<file path="src/rtl/as2650_io_responder.sv">
// -----------------------------------------------------------------------------
// as2650_io_responder
//
// Extended-I/O slave for a 2650-style bus. It decodes an extended I/O cycle
// (opreq=1, m_io=0, d_c=1, adr[7:2]==PORT_BASE[7:2]), inserts WAIT wait
// cycles, pulses opack for one cycle and keeps read data on the bus until the
// CPU drops opreq. Four registers sit behind the port:
//   0 : gpio_out latch (R/W)
//   1 : synchronised gpio_in (R)
//   2 : timer reload/count (W loads both, R returns the live count)
//   3 : timer control/status {flag, 6'b0, en} (bit0 = en, bit7 = W1C flag)
//
// Ports
//   clk       : clock, all state on the rising edge
//   reset_n   : asynchronous active-low reset
//   adr       : CPU address bus, adr[1:0] selects the register
//   dbus_in   : CPU write data
//   dbus_out  : read data towards the CPU
//   dbus_oe   : high while a read result is being driven (ACK and HOLD)
//   opreq     : operation request
//   m_io      : 1 = memory cycle, 0 = I/O cycle
//   d_c       : 1 = extended/data I/O, 0 = control I/O
//   rw        : 1 = write, 0 = read
//   opack     : one-cycle acknowledge
//   gpio_in   : asynchronous input port
//   gpio_out  : latched output port
//   irq       : timer flag (level)
// -----------------------------------------------------------------------------
module as2650_io_responder #(
  parameter logic [7:0]  PORT_BASE = 8'hF0,
  parameter int unsigned WAIT      = 1
) (
  input  logic        clk,
  input  logic        reset_n,
  input  logic [12:0] adr,
  input  logic [7:0]  dbus_in,
  output logic [7:0]  dbus_out,
  output logic        dbus_oe,
  input  logic        opreq,
  input  logic        m_io,
  input  logic        d_c,
  input  logic        rw,
  output logic        opack,
  input  logic [7:0]  gpio_in,
  output logic [7:0]  gpio_out,
  output logic        irq
);

  typedef enum logic [1:0] {
    S_IDLE = 2'd0,
    S_WAIT = 2'd1,
    S_ACK  = 2'd2,
    S_HOLD = 2'd3
  } state_e;

  // The wait counter is loaded with WAIT-1 on leaving IDLE so that exactly
  // WAIT cycles are spent in S_WAIT.
  localparam int unsigned WAIT_M1   = (WAIT == 0) ? 0 : WAIT - 1;
  localparam logic [3:0]  WAIT_INIT = WAIT_M1[3:0];

  state_e      state_q, state_d;
  logic [3:0]  wcnt_q, wcnt_d;
  logic [1:0]  idx_q, idx_d;
  logic        rw_q, rw_d;
  logic [7:0]  rdata_q, rdata_d;
  logic [7:0]  gpio_q, gpio_d;
  logic [7:0]  reload_q, reload_d;
  logic [7:0]  count_q, count_d;
  logic        en_q, en_d;
  logic        flag_q, flag_d;
  logic [7:0]  sync1_q, sync2_q;

  logic        sel;
  logic        wr_en;
  logic        expire;
  logic        unused_adr;

  // Upper address bits take no part in the extended-I/O decode.
  assign unused_adr = ^adr[12:8];

  assign sel = opreq & ~m_io & d_c & (adr[7:2] == PORT_BASE[7:2]);

  // ---------------------------------------------------------------------------
  // Bus FSM: next state, captured register index / direction, read data
  // ---------------------------------------------------------------------------
  always_comb begin
    state_d = state_q;
    wcnt_d  = wcnt_q;
    idx_d   = idx_q;
    rw_d    = rw_q;
    rdata_d = rdata_q;

    case (state_q)
      S_IDLE: begin
        if (sel) begin
          idx_d = adr[1:0];
          rw_d  = rw;
          if (WAIT == 0) begin
            state_d = S_ACK;
          end else begin
            state_d = S_WAIT;
            wcnt_d  = WAIT_INIT;
          end
        end
      end
      S_WAIT: begin
        // An abandoned request wins over the final wait cycle.
        if (!opreq) begin
          state_d = S_IDLE;
        end else if (wcnt_q == 4'd0) begin
          state_d = S_ACK;
        end else begin
          wcnt_d = wcnt_q - 4'd1;
        end
      end
      S_ACK: begin
        state_d = S_HOLD;
      end
      S_HOLD: begin
        if (!opreq) begin
          state_d = S_IDLE;
        end
      end
      default: begin
        state_d = S_IDLE;
      end
    endcase

    // Read data is sampled on the edge that enters ACK; idx_d already holds
    // the index captured on the IDLE exit (even when WAIT is zero).
    if ((state_q != S_ACK) && (state_d == S_ACK)) begin
      case (idx_d)
        2'd0:    rdata_d = gpio_q;
        2'd1:    rdata_d = sync2_q;
        2'd2:    rdata_d = count_q;
        default: rdata_d = {flag_q, 6'b000000, en_q};
      endcase
    end
  end

  // ---------------------------------------------------------------------------
  // Register file and timer
  // ---------------------------------------------------------------------------
  assign wr_en  = (state_q == S_ACK) & rw_q;
  assign expire = en_q & (count_q == 8'd0);

  always_comb begin
    gpio_d   = gpio_q;
    reload_d = reload_q;
    count_d  = count_q;
    en_d     = en_q;
    flag_d   = flag_q;

    if (en_q) begin
      count_d = expire ? reload_q : (count_q - 8'd1);
    end

    // A register-2 write overrides the running count, including a reload.
    if (wr_en) begin
      case (idx_q)
        2'd0: gpio_d = dbus_in;
        2'd2: begin
          reload_d = dbus_in;
          count_d  = dbus_in;
        end
        2'd3: begin
          en_d = dbus_in[0];
          if (dbus_in[7]) begin
            flag_d = 1'b0;
          end
        end
        default: begin
        end
      endcase
    end

    // Expiry set takes precedence over a coincident W1C clear.
    if (expire) begin
      flag_d = 1'b1;
    end
  end

  // ---------------------------------------------------------------------------
  // State registers
  // ---------------------------------------------------------------------------
  always_ff @(posedge clk or negedge reset_n) begin
    if (!reset_n) begin
      state_q  <= S_IDLE;
      wcnt_q   <= 4'd0;
      idx_q    <= 2'd0;
      rw_q     <= 1'b0;
      rdata_q  <= 8'h00;
      gpio_q   <= 8'h00;
      reload_q <= 8'h00;
      count_q  <= 8'h00;
      en_q     <= 1'b0;
      flag_q   <= 1'b0;
      sync1_q  <= 8'h00;
      sync2_q  <= 8'h00;
    end else begin
      state_q  <= state_d;
      wcnt_q   <= wcnt_d;
      idx_q    <= idx_d;
      rw_q     <= rw_d;
      rdata_q  <= rdata_d;
      gpio_q   <= gpio_d;
      reload_q <= reload_d;
      count_q  <= count_d;
      en_q     <= en_d;
      flag_q   <= flag_d;
      sync1_q  <= gpio_in;
      sync2_q  <= sync1_q;
    end
  end

  assign opack    = (state_q == S_ACK);
  assign dbus_oe  = ((state_q == S_ACK) || (state_q == S_HOLD)) & ~rw_q;
  assign dbus_out = rdata_q;
  assign gpio_out = gpio_q;
  assign irq      = flag_q;

endmodule

</file>
<file path="config.mk">
export PLATFORM = sky130hd
export DESIGN_NAME = as2650_io_responder
export DESIGN_NICKNAME = d
export VERILOG_FILES = /design/src/rtl/as2650_io_responder.sv
export SDC_FILE = /design/constraint.sdc
export NUM_CORES = 1
export LEC_CHECK = 0
export CORE_MARGIN = 1
export CORE_UTILIZATION = 50
export CTS_CLUSTER_DIAMETER = 200
export DETAILED_ROUTE_END_ITERATION = 6
export HOLD_SLACK_MARGIN = 0.15
export PLACE_DENSITY_LB_ADDON = 0.25
export RECOVER_POWER = 25
export SLEW_MARGIN = 15
export SYNTH_ARGS = -nofsm -noshare
export SYNTH_HDL_FRONTEND = slang
export SYNTH_SLANG_ARGS = --single-unit
</file>
<file path="constraint.sdc">
create_clock -name clk -period 2 [get_ports clk]
set_clock_uncertainty 0.1 [all_clocks]
set_input_delay 0.4 -clock clk [delete_from_list [all_inputs] [get_ports clk]]
set_output_delay 0.4 -clock clk [all_outputs]
set_load 0.05 [all_outputs]
</file>
After elaboration in Yosys (flattened, before gate mapping)
Cells that the tools add are included.
- add/subtract/negate cells: 2
- eq/ne operators: 13
- multiplexer cells: 20
- bitwise operators: 8
- reductions and logical operators: 17
- operator list (cell ; number):
    $mux 8 ; 4
    $pmux 8 s3 ; 1
    $eq 2x2->1 const B ; 6
    $mux 2 ; 6
    $mux 4 ; 3
    $logic_not 8->1 ; 1
    $ne 2x2->1 const B ; 4
    $pmux 2 s4 ; 1
    $pmux 4 s2 ; 1
    $reduce_and 2->1 ; 4
    $reduce_bool 2->1 ; 4
    $sub 8x1->8 const B ; 1
    $and 1x1->1 ; 6
    $eq 6x6->1 const B ; 1
    $logic_not 2->1 ; 3
    $eq 2x1->1 const B ; 2
    $logic_not 4->1 ; 1
    $mux 1 ; 4
    $reduce_and 4->1 ; 1
    $sub 4x1->4 const B ; 1
    $reduce_and 3->1 ; 1
    $not 1->1 ; 2
    $logic_and 1x1->1 ; 1
    $logic_or 1x1->1 ; 1
- flip-flop bits (word level): 59
- bits of input ports: 35
- output and inout port bits: 19
- word-level logic and storage cells: 72

Depth between registers and ports, before layout
Gate-level depths: netlist (run 1).
- word-level depth: 8
- depth in mapped cells: 7
- gate-level depth less buffers: 7

Worst setup path before layout (run 1)
OpenSTA, ideal clock, no wires.
- kind: reg-to-reg
- start: reg wcnt_q[0]
- end: reg wcnt_q[3]
- library setup time: 118 ps
- data arrival time: 1521 ps
- required time: 1782 ps
- path slack: 261 ps
- cell stages (with the launch flop): 8
- path buffers: 0
- period minus slack after synthesis: 1739 ps
- cell sequence: dfrtp_1 -> inv_1 -> ha_1 -> or3b_2 -> nand3_1 -> or4_1 -> xor2_1 -> nor2_1
- cells in the longest elaborated chain, start to end: 4
- elaborated cells between the ends (all ways): 7
- classes of those cells: add/sub (1); eq/ne (1); mux (3); reduce/logical (2)
- RTL lines (element ; RTL line ; source):
    start: declaration ; 62 ; logic [3:0] wcnt_q, wcnt_d;
    start signal: assignment ; 202 ; wcnt_q <= wcnt_d;
    $sub 4x1->4 ; 113 ; wcnt_d = wcnt_q - 4'd1;
    $mux 4 ; 110 ; end else if (wcnt_q == 4'd0) begin
    $mux 4 ; 108 ; if (!opreq) begin
    $pmux 4 s2 ; 93 ; case (state_q)
Parallel ways exist; a longest one is shown, timed or not. The select of a mux whose other input is x is not followed.
A chain may end at the register's enable or synchronous reset.

Worst setup path in the final report (run 1)
- start: in m_io
- end: reg rdata_q[5], in the netlist dbus_out[5]
- cells in the longest elaborated chain, start to end: 8
- elaborated cells between the ends (all ways): 14
- classes of those cells: eq/ne (3); mux (5); bitwise (4); reduce/logical (2)
- RTL lines (element ; RTL line ; source):
    start: declaration ; 40 ; input logic m_io,
    $not 1->1 (*) ; 81 ; assign sel = opreq & ~m_io & d_c & (adr[7:2] == PORT_BASE[7:2]);
    $and 1x1->1 (*) (3 in series) ; 81 ;
    $mux 2 ; 95 ; if (sel) begin
    $mux 2 or $pmux 2 s4 (tied branches) ; 93 ;
    $eq 2x2->1, or another cell as far along ; 132 ; case (idx_d)
    $pmux 8 s3 or $logic_and 1x1->1 (tied branches) ; 132, 131 ;
    end signal: assignment ; 205 ; rdata_q <= rdata_d;
    end: declaration ; 65 ; logic [7:0] rdata_q, rdata_d;
Mark *: on every way between the ends. The rest lies on a longest branch, timed or not.

==> flow_summary.yaml, run 1 <==
status:
  status: "complete, no violations"
floorplanning:
  placementRows: 26
  die_width_um: 74.99
  initial_utilization: 0.5216
  core_region_area_um2: 5107
  fp.dieArea_um2: 5624
  floorplan.die.height_um: 74.99
  top_level_ports: 54
cts:
  clk_latency_ns: 0.35
  clock_tree.buffer_depth: 2
  clk_transition_reported_paths_ns: 0.06
  clock_tree_from_tritoncts: "yes"
  deepest_level_of_the_cts_h_tree: 3
  clock_buffers_created_by_tritoncts: 9
  cts_num_sinks: 59
  clockRootBuffer: "sky130_fd_sc_hd__clkbuf_8"
power_and_ir_drop:
  total_switching_power_w: 0.001363
  p_leak_nw: 1.664
  seqPwrFrac: 0.380
  power_switching_share: 0.3285
  finalPower_w: 0.004150
  share_comb_of_total_power: 0.283
  power-per-cell-area_nw_per_um2: 1167
  vdd_drop_max_mv: 0.7643
  power.clock.fraction: 0.336
  p_int_w: 0.002787
routing:
  vias: 2050
  postRouteWirelength_um: 5735
  highest-signal-layer: "met4"
  detail_route.iter0.violations: 93
  metal2_wl_um: 2723
  wirelength_met1_um: 2565
  postRouteAntennaNets: 0
  met3WireLength_um: 373
  dr.pass1.iters: 4
  route.detailed.drc: 0
  via_cell_ratio: 5.230
  wl_per_cell_um: 14.63
worst_hold_path:
  timing.hold.worst.start: "sync1_q[5]"
  hp-class: "reg -> reg"
  holdPathStages: 0
  min_delay_worst_endpoint: "sync2_q[5]"
sta:
  totalNegativeSetupSlack_ns: 0
  setup_violations: 0
  slew_violations: 0
  rsz_0062_raised_after_global_routing: "false"
  timing.hold.ws_ns: 0.2506
  max_slew.worst_pin.slew_ns: 0.7894
  timing.final.crit_period_ns: 1.912
  relSlewSlack: 0.4738
  number_of_hold_slack_violations_in_the_final_timing_report: 0
  maxClockFrequency_ghz: 0.5231
  post-route-period-util: 0.9559
global_route:
  globalRoute.totalOverflow: 0
  globalRouteTotalUtil: 0.2350
  grt_pass1_wl_um: 9425
  first_global_vias: 2034
  grt_max_degree: 60
  grt_antenna_before_repair: 0
cells_and_area:
  antennaDiodeCount: 0
  area_growth_syn_to_layout_pct: 33.44
  multiInputGateArea_um2: 1084
  layout.nets: 356
  drive_gt1_frac: 0.2298
  layout.area.seq_um2: 1476
  filler_cell_count: 392
setup_path:
  setup_slack_of_the_worst_register_to_register_path_ns: 0.15
  r2r-start: "state_q[0]"
  timing.critical_path.arrival_ns: 2.02
  critical_register_to_register_path_endpoint: "dbus_out[5]"
  data_required_time_at_the_worst_endpoint_ns: 2.11
  cp_max_fo: 9
  crit_path_start: "m_io"
  setup.worst_path.class: "in -> reg"
  cp-end-kind: "flop"
  r2r.worst_path.cells: 5
  critical_path.startpoint_type: "primary input"
place:
  detailedPlacementHpwl_um: 4042
  port_buffers: 48
  place_congestion: 0.7970
synthesis:
  seq_area_frac_synth: 0.5543
  synth_warnings: 0
  netlist-cell-type-count: 48
  synth_area_leaders: "sky130_fd_sc_hd__dfrtp_1 55%, sky130_fd_sc_hd__nand2_1 5.9%, sky130_fd_sc_hd__mux2_2 5.1%, sky130_fd_sc_hd__inv_1 2.7%, sky130_fd_sc_hd__mux2i_1 2.6%"
  ys.flop_type: "sky130_fd_sc_hd__dfrtp_1"
  edff_count_synth: 0
  number_of_storage_elements_in_the_synthesis_netlist: 59
  async_flop_share: 1.000
  synth_top_area_share: 0.5543
  synth_cells: 245
  avgSynthCellArea_um2: 10.87
  post_synth_instance_area_um2: 2664
  cell_taking_the_most_area_after_synthesis: "sky130_fd_sc_hd__dfrtp_1"
  mappedNetlistNets: 284
flow_run:
  max_capacitance_violation_total: 0
[layout by cell type (no fill, tap or decap), drive strengths merged, types with 2 or more instances in the layout]
| cell | Yosys | layout |
|---|---|---|
| a21boi | 4 | 4 |
| a21oi | 4 | 4 |
| a31oi | 2 | 2 |
| and2 | 3 | 3 |
| and4bb | 2 | 2 |
| buf | 3 | 35 |
| bufinv | 0 | 3 |
| clkbuf | 3 | 13 |
| clkdlybuf4s50 | 0 | 20 |
| dfrtp | 59 | 59 |
| dlygate4sd2 | 0 | 2 |
| dlygate4sd3 | 0 | 9 |
| ha | 4 | 4 |
| inv | 19 | 19 |
| mux2 | 12 | 12 |
| mux2i | 8 | 8 |
| nand2 | 42 | 42 |
| nand2b | 2 | 2 |
| nand3 | 8 | 8 |
| nand3b | 3 | 3 |
| nand4 | 3 | 3 |
| nor2 | 9 | 9 |
| nor2b | 6 | 6 |
| nor3 | 3 | 3 |
| o21ai | 15 | 15 |
| o221ai | 8 | 8 |
| o2bb2ai | 3 | 3 |
| o31ai | 5 | 5 |
[worst max path at each step]
stage                        to  slack, ns  cells past startpoint
floorplan             wcnt_q[3]       0.26                      7
global placement    dbus_out[5]      -0.19                      6
detailed placement  dbus_out[5]      -0.23                      6
CTS                 dbus_out[5]       0.13                      6
global route         count_q[5]      0.002                      7
finish              dbus_out[5]       0.09                      6
[power groups by stage]
stage               combinational (W)  clock [W]  sequential (W)
finish                        0.00118    0.00139         0.00158
floorplan                    0.000456          0         0.00188
global placement              0.00116          0         0.00159
CTS                           0.00119    0.00141         0.00158
global route                  0.00128    0.00146         0.00161
detailed placement            0.00119          0         0.00160
[worst max-delay path, cell delays in order]
cell                              delay, ns
sky130_fd_sc_hd__clkdlybuf4s50_1       0.40
sky130_fd_sc_hd__and4bb_1              0.34
sky130_fd_sc_hd__a31o_1                0.19
sky130_fd_sc_hd__and2_4                0.24
sky130_fd_sc_hd__mux2i_1               0.30
sky130_fd_sc_hd__o221ai_1              0.16
[routing by layer]
layer | GRT usage | up-vias
met5 | 0 | -
met2 | 0.3784 | 64
met4 | 0.07128 | 0
met3 | 0.09237 | 9
met1 | 0.2934 | 968
li1 | - | 1009
[cell usage after synthesis, types with 2 or more instances]
cell	number
sky130_fd_sc_hd__nand3_1	7
sky130_fd_sc_hd__nor2_1	9
sky130_fd_sc_hd__o21ai_1	3
sky130_fd_sc_hd__clkbuf_1	3
sky130_fd_sc_hd__inv_1	19
sky130_fd_sc_hd__and2_1	2
sky130_fd_sc_hd__nand4_1	3
sky130_fd_sc_hd__dfrtp_1	59
sky130_fd_sc_hd__nor3_2	2
sky130_fd_sc_hd__a21boi_0	4
sky130_fd_sc_hd__nand3b_1	3
sky130_fd_sc_hd__nor2b_1	6
sky130_fd_sc_hd__o2bb2ai_1	3
sky130_fd_sc_hd__mux2_2	12
sky130_fd_sc_hd__mux2i_1	7
sky130_fd_sc_hd__a31oi_1	2
sky130_fd_sc_hd__o21ai_0	12
sky130_fd_sc_hd__o221ai_1	7
sky130_fd_sc_hd__ha_1	4
sky130_fd_sc_hd__o31ai_1	5
sky130_fd_sc_hd__buf_2	2
sky130_fd_sc_hd__nand2_1	42
sky130_fd_sc_hd__a21oi_1	4
[sequential cells by signal (all words and copies together) (netlist names)]
name / cells
count_q: 8
dbus_out: 8
en_q: 1
gpio_out: 8
idx_q: 2
irq: 1
reload_q: 8
rw_q: 1
state_q: 2
sync1_q: 8
sync2_q: 8
wcnt_q: 4
[repair_timing]
action	CTS	global route
setup buffers	0	0
gates resized for setup	2	0
hold buffers	1	0
endpoints found under the setup margin	2	0
endpoints found under the hold margin	59	0
[kinds of logic (layout without fill, tap and decap cells)]
family / Yosys count / count (layout) / synth area share
AOI/OAI and AO/OA: 47 / 47 / 0.1221
muxes: 20 / 20 / 0.08220
buffers and inverters: 25 / 102 / 0.03899
DFF: 59 / 59 / 0.5543
adders and majority gates: 4 / 4 / 0.01879
xor gates and xnor gates: 2 / 2 / 0.006577
and+or+nand+nor: 88 / 88 / 0.1771
[cell type report]
cell class | instances | area share
clock buffer | 12 | 0.04646
clock inverter | 4 | 0.02675
inverter | 19 | 0.02006
multi-input combinational | 161 | 0.3048
sequential | 59 | 0.4153
tap | 70 | 0.02464
timing repair buffer | 67 | 0.1619
[metrics by stage]
step | worst slack [ns] | utilization | cell area [um2] | cells
after detailed placement | -0.2335 | 0.6460 | 3299 | 375
after CTS | 0.1304 | 0.6984 | 3567 | 392
after global routing | 0.001595 | 0.6960 | 3555 | 392
final | 0.08827 | 0.6960 | 3555 | 392
after floorplan | 0.2605 | - | 2664 | 245
after global placement | -0.1924 | 0.6460 | 3299 | 375
(Power assumes the default switching activity.)
==> inputs of run 2 (changes only) <==
- clock period: 2 -> 2.35 ns (I/O delays scaled with it)
==> run 2 against run 1 <==
Effect of this change:
- critical path depth shrank 5
- clock power shrank 27%
- design area shrank 0.18%
- non-clock buffer count shrank 3
- combinational power shrank 19%
- power shrank 19%
- die area is the same
- sequential power shrank 13%
- core utilization shrank 0.12 points
- worst setup slack gained 0.13 ns
- largest cell class unchanged
==> flow_summary.yaml, run 2 (synthesized netlist as in run 1, its figures left out) <==
status:
  status: "complete, no violations"
routing:
  wl_per_cell_um: 14.48
  postRouteWirelength_um: 5633
  detail_route.iter0.violations: 115
  postRouteAntennaNets: 0
  vias: 2059
  via_cell_ratio: 5.293
  route.detailed.drc: 0
  dr.pass1.iters: 4
sta:
  totalNegativeSetupSlack_ns: 0
  post-route-period-util: 0.9071
  setup_violations: 0
  max_slew.worst_pin.slew_ns: 1.122
  timing.hold.ws_ns: 0.2490
  relSlewSlack: 0.2520
  slew_violations: 0
  timing.final.crit_period_ns: 2.132
  number_of_hold_slack_violations_in_the_final_timing_report: 0
  maxClockFrequency_ghz: 0.4691
  rsz_0062_raised_after_global_routing: "false"
setup_path:
  critical-path-top-delay-family: "buffers and inverters"
  critical_path.startpoint_type: "flop"
  timing.critical_path.arrival_ns: 1.56
  r2r.worst_path.cells: 5
  worst-path-stages: 1
  setup.worst_path.class: "reg -> out"
  timing.critical_path.buf_inv: 1
  data_required_time_at_the_worst_endpoint_ns: 1.78
  cp-end-kind: "primary output"
  worst_path_max_delay_cell: "sky130_fd_sc_hd__clkdlybuf4s50_1"
  timing.critical_path.slowest_cell_delay_ns: 0.82
  cells_along_the_critical_path: "clkdlybuf4s50_1"
  cp_max_fo: 3
floorplanning:
  placementRows: 26
  floorplan.die.height_um: 74.99
  die_width_um: 74.99
  fp.dieArea_um2: 5624
  initial_utilization: 0.5216
  top_level_ports: 54
  core_region_area_um2: 5107
cells_and_area:
  antennaDiodeCount: 0
  fin_area_um2: 3548
  multiInputGateArea_um2: 1084
  post_layout_nonfiller_instances: 389
  drive_gt1_frac: 0.1599
  layout.nets: 353
  filler_cell_count: 411
  layout.area.seq_um2: 1476
  commonest_cells_after_routing_fill_and_taps_aside: "59 x sky130_fd_sc_hd__dfrtp_1, 42 x sky130_fd_sc_hd__nand2_1, 37 x sky130_fd_sc_hd__clkdlybuf4s50_1, 19 x sky130_fd_sc_hd__inv_1, 14 x sky130_fd_sc_hd__buf_4"
  area_growth_syn_to_layout_pct: 33.21
  final_core_utilization: 0.6948
  commonest_non_fill_non_tap_cell_in_the_layout: "sky130_fd_sc_hd__dfrtp_1"
place:
  cell_count_post_placement: 372
  port_buffers: 48
  detailedPlacementHpwl_um: 4119
  place_congestion: 0.8219
  postPlaceCellArea_um2: 3319
cts:
  clock_tree_from_tritoncts: "yes"
  clk_transition_reported_paths_ns: 0.06
  clk_latency_ns: 0.34
  clockRootBuffer: "sky130_fd_sc_hd__clkbuf_8"
  clock_buffers_created_by_tritoncts: 9
  cts_num_sinks: 59
  clock_tree.buffer_depth: 2
  deepest_level_of_the_cts_h_tree: 3
global_route:
  grt_pass1_wl_um: 9204
  gr-usage-met3: 0.1017
  grt-busiest-layer: "met2"
  globalRoute.totalOverflow: 0
  grt_use_met2: 0.3584
  grt_max_degree: 22
  first_global_vias: 1960
  groute.layer.met1.usage: 0.2959
  globalRouteTotalUtil: 0.2331
  grt_antenna_before_repair: 0
power_and_ir_drop:
  vdd_drop_max_mv: 0.5221
  power-per-cell-area_nw_per_um2: 943.8
  p_leak_nw: 1.615
worst_hold_path:
  hp-class: "reg -> reg"
  holdPathStages: 0
flow_run:
  max_capacitance_violation_total: 0
==> run 2: cell count changes in the layout (fill, tap and decap cells not counted) <==
| cell | previous run | this run |
|---|---|---|
| sky130_fd_sc_hd__buf_12 | 0 | 1 |
| sky130_fd_sc_hd__dlymetal6s2s_1 | 0 | 1 |
| sky130_fd_sc_hd__clkdlybuf4s50_1 | 20 | 37 |
| sky130_fd_sc_hd__buf_4 | 34 | 14 |
| sky130_fd_sc_hd__dlygate4sd2_1 | 2 | 1 |
| sky130_fd_sc_hd__clkbuf_8 | 12 | 10 |
| sky130_fd_sc_hd__bufinv_16 | 3 | 2 |
| sky130_fd_sc_hd__buf_2 | 1 | 0 |
| sky130_fd_sc_hd__clkinv_4 | 0 | 1 |
| sky130_fd_sc_hd__clkbuf_4 | 1 | 0 |
| sky130_fd_sc_hd__clkbuf_1 | 0 | 3 |
==> run 2: through the flow <==
step	setup WS (ns)	power (W)
detailed placement	0.03092	0.002367
floorplan	0.5886	0.001988
global placement	0.06435	0.002330
CTS	0.02101	0.003382
global route	0.1590	0.003528
finish	0.2184	0.003349
==> run 2: report_power, final <==
part | switching (W) | total, W | internal, W
clock | 0.000385 | 0.00101 | 0.000626
combinational | 0.000586 | 0.000961 | 0.000375
sequential | 0.000167 | 0.00138 | 0.00121
==> run 2: final timing paths <==
check	end	start	slack, ns
setup / recovery	gpio_out[0]	gpio_out[0]	0.22
hold / removal	sync2_q[7]	sync1_q[7]	0.25
setup reg to reg	dbus_out[3]	state_q[0]	0.42
hold reg to reg	sync2_q[7]	sync1_q[7]	0.25
max in group asynchronous	dbus_out[3]	reset_n	0.57
min in group asynchronous	wcnt_q[2]	reset_n	0.78
==> run 2: repair_timing <==
action,CTS,global route
hold endpoints to repair,16,0
hold buffers,1,0
resized for setup,1,1
endpoints found under the setup margin,1,1
cloned,0,0
setup buffers,0,0
==> run 2: final cells by class <==
type,count,area share
clock buffer,12,0.04090
clock inverter,4,0.02080
inverter,19,0.02010
multi-input combinational,161,0.3054
sequential,59,0.4161
tap,70,0.02468
timing repair buffer,64,0.1721
==> run 2: metal layers <==
| layer | share of wire | wire [um] |
|---|---|---|
| met4 | 0.014 | 80 |
| met1 | 0.46 | 2581 |
| met3 | 0.056 | 313 |
| met2 | 0.47 | 2658 |
| met5 | 0 | 0 |
==> edit, RTL diff (config.mk and constraints of run 1) <==
Set the parameter `WAIT` to 0 (it was 1). Comments in the files are not updated.
--- a/src/rtl/as2650_io_responder.sv
+++ b/src/rtl/as2650_io_responder.sv
@@ -30,3 +30,3 @@
   parameter logic [7:0]  PORT_BASE = 8'hF0,
-  parameter int unsigned WAIT      = 1
+  parameter int unsigned WAIT      = 0
 ) (
Formal check against the unedited RTL: not equivalent (a bounded check fails within 4 cycles, from zero or initial values and one cycle with reset_n low).
==> edit against run 1 <==
  * Wire length increased by 11%
  * Cell area increased by 5.6%
  * Count of clock-buffer cells in the layout decreased by 1
  * Combinational power decreased by 24%
  * Sequential power decreased by 9%
  * Power decreased by 18%
  * Setup slack improved by 27 ps
  * Sequential cell count unchanged
  * Synthesized area increased by 3.5%
  * Largest cell class unchanged
  * Largest power group unchanged
==> edit: results (changes against run 1) <==
Placed design
  • Placed wire-length estimate: 4.589 mm (+14%)
  • Pre-CTS setup slack: -376.3 ps (-142.9 ps)
  • Routability cong.: 0.8101 (+1.6%)
  • DP Area: 3491 sq um (+5.8%)

Worst setup path
  • Reg2reg end: count_q[2]$_DFF_PN0_
  • Path depth of the worst reg2reg path: 7 (+2)
  • Reg-to-Reg Start: count_q[1]$_DFF_PN0_
  • CP Launch Point: adr[6]
  • Worst path arrival time: 1990 ps (-30 ps)
  • CP max FO: 6 (-3)

Yosys
  • Cells after Synth: 253 (+3.3%)
  • Top post-synthesis cells by area: dfrtp_1 (54%), nand2_1 (6.7%), mux2_2 (5.3%), mux2i_1 (2.9%), nand3_1 (1.6%)
  • Post-Syn Nets: 291 (+2.5%)
  • Mux share of post-synthesis cell area: 9.256% (+1.0 points)
  • Post-synth top cells: dfrtp_1 (59), nand2_1 (49), mux2_2 (13)

Global routing
  • GR Util met1: 31.29% (+1.9 points)
  • Largest net degree at the start of global routing: 23 (-62%)
  • Vias in the first global route: 2221 (+9.2%)
  • First-pass GRT wire length: 10.77 mm (+14%)

Pwr
  • Internal: 2.321 mW (-17%)

Drt
  • DR iter-0 viols: 101 (+8.6%)
  • DRT Wirelength: 6.393 mm (+11%)
  • Vias: 2155 (+5.1%)

Final layout
  • Layout cell share with drive strength beyond 1: 28.91% (+5.9 points)

Hold path
  • Hold_sp: sync1_q[0]$_DFF_PN0_

Run status
  • Status: complete, no violations

Timing
  • Worst Setup Slack, final: 115.5 ps (+27.20 ps)
  • Hold slack: 242.3 ps (-8.264 ps)

Clock network
  • Worst-Skew Late Latency: 330 ps (-20 ps)
edit: power groups by stage:
stage                     combinational [mW]  sequential (mW)  clock [mW]
after floorplan                        0.398             1.58           0
after global placement                 0.866             1.44           0
after detailed placement               0.891             1.45           0
after CTS                              0.899             1.43        1.07
after global routing                   0.962             1.44        1.13
final                                  0.900             1.43        1.06
edit: logic make-up after synthesis:
| family | after synthesis |
|---|---|
| and+or+nand+nor | 106 |
| DFF | 59 |
| AOI/OAI and AO/OA | 43 |
| muxes | 23 |
| buffers and inverters | 17 |
| adders and majority gates | 3 |
| xor gates and xnor gates | 2 |
edit: timing repair:
action	in CTS	in global routing
hold buffers	1	0
hold endpoints to repair	20	0
endpoints found under the setup margin	8	16
setup buffers	0	0
gates resized for setup	1	14
pin swaps	3	8
edit: how the worst max path moves through the flow:
stage                              end  depth (start not counted)
2_1_floorplan  dbus_out[0]$_DFFE_PN0P_                          8
3_3_place_gp   dbus_out[2]$_DFFE_PN0P_                          7
3_5_place_dp   dbus_out[0]$_DFFE_PN0P_                          7
4_1_cts           count_q[2]$_DFF_PN0_                          7
5_1_grt           count_q[4]$_DFF_PN0_                          8
6_report       dbus_out[5]$_DFFE_PN0P_                          7
edit: worst max-delay path, stage by stage:
cell and delay [ps]:
clkdlybuf4s50_1 480, nand4b_1 200, o31ai_4 290, and2_4 210, buf_12 120, mux2i_1 180
o211ai_1 110
edit: cell type report:
class                           count  area [sq um]
Sequential cell                    59          1476
Fill cell                         402          1453
Multi-Input combinational cell    177          1229
Timing Repair Buffer               78         732.0
Clock buffer                       11         141.4
Tap cell                           70         87.58
Clock inverter                      5         52.55
Inverter                            9         33.78
edit: per-layer routing:
layer	vias up	wire length (um)
li1	1043	-
met1	1038	2763
met2	66	3181
met3	8	344
met4	0	104
met5	-	0
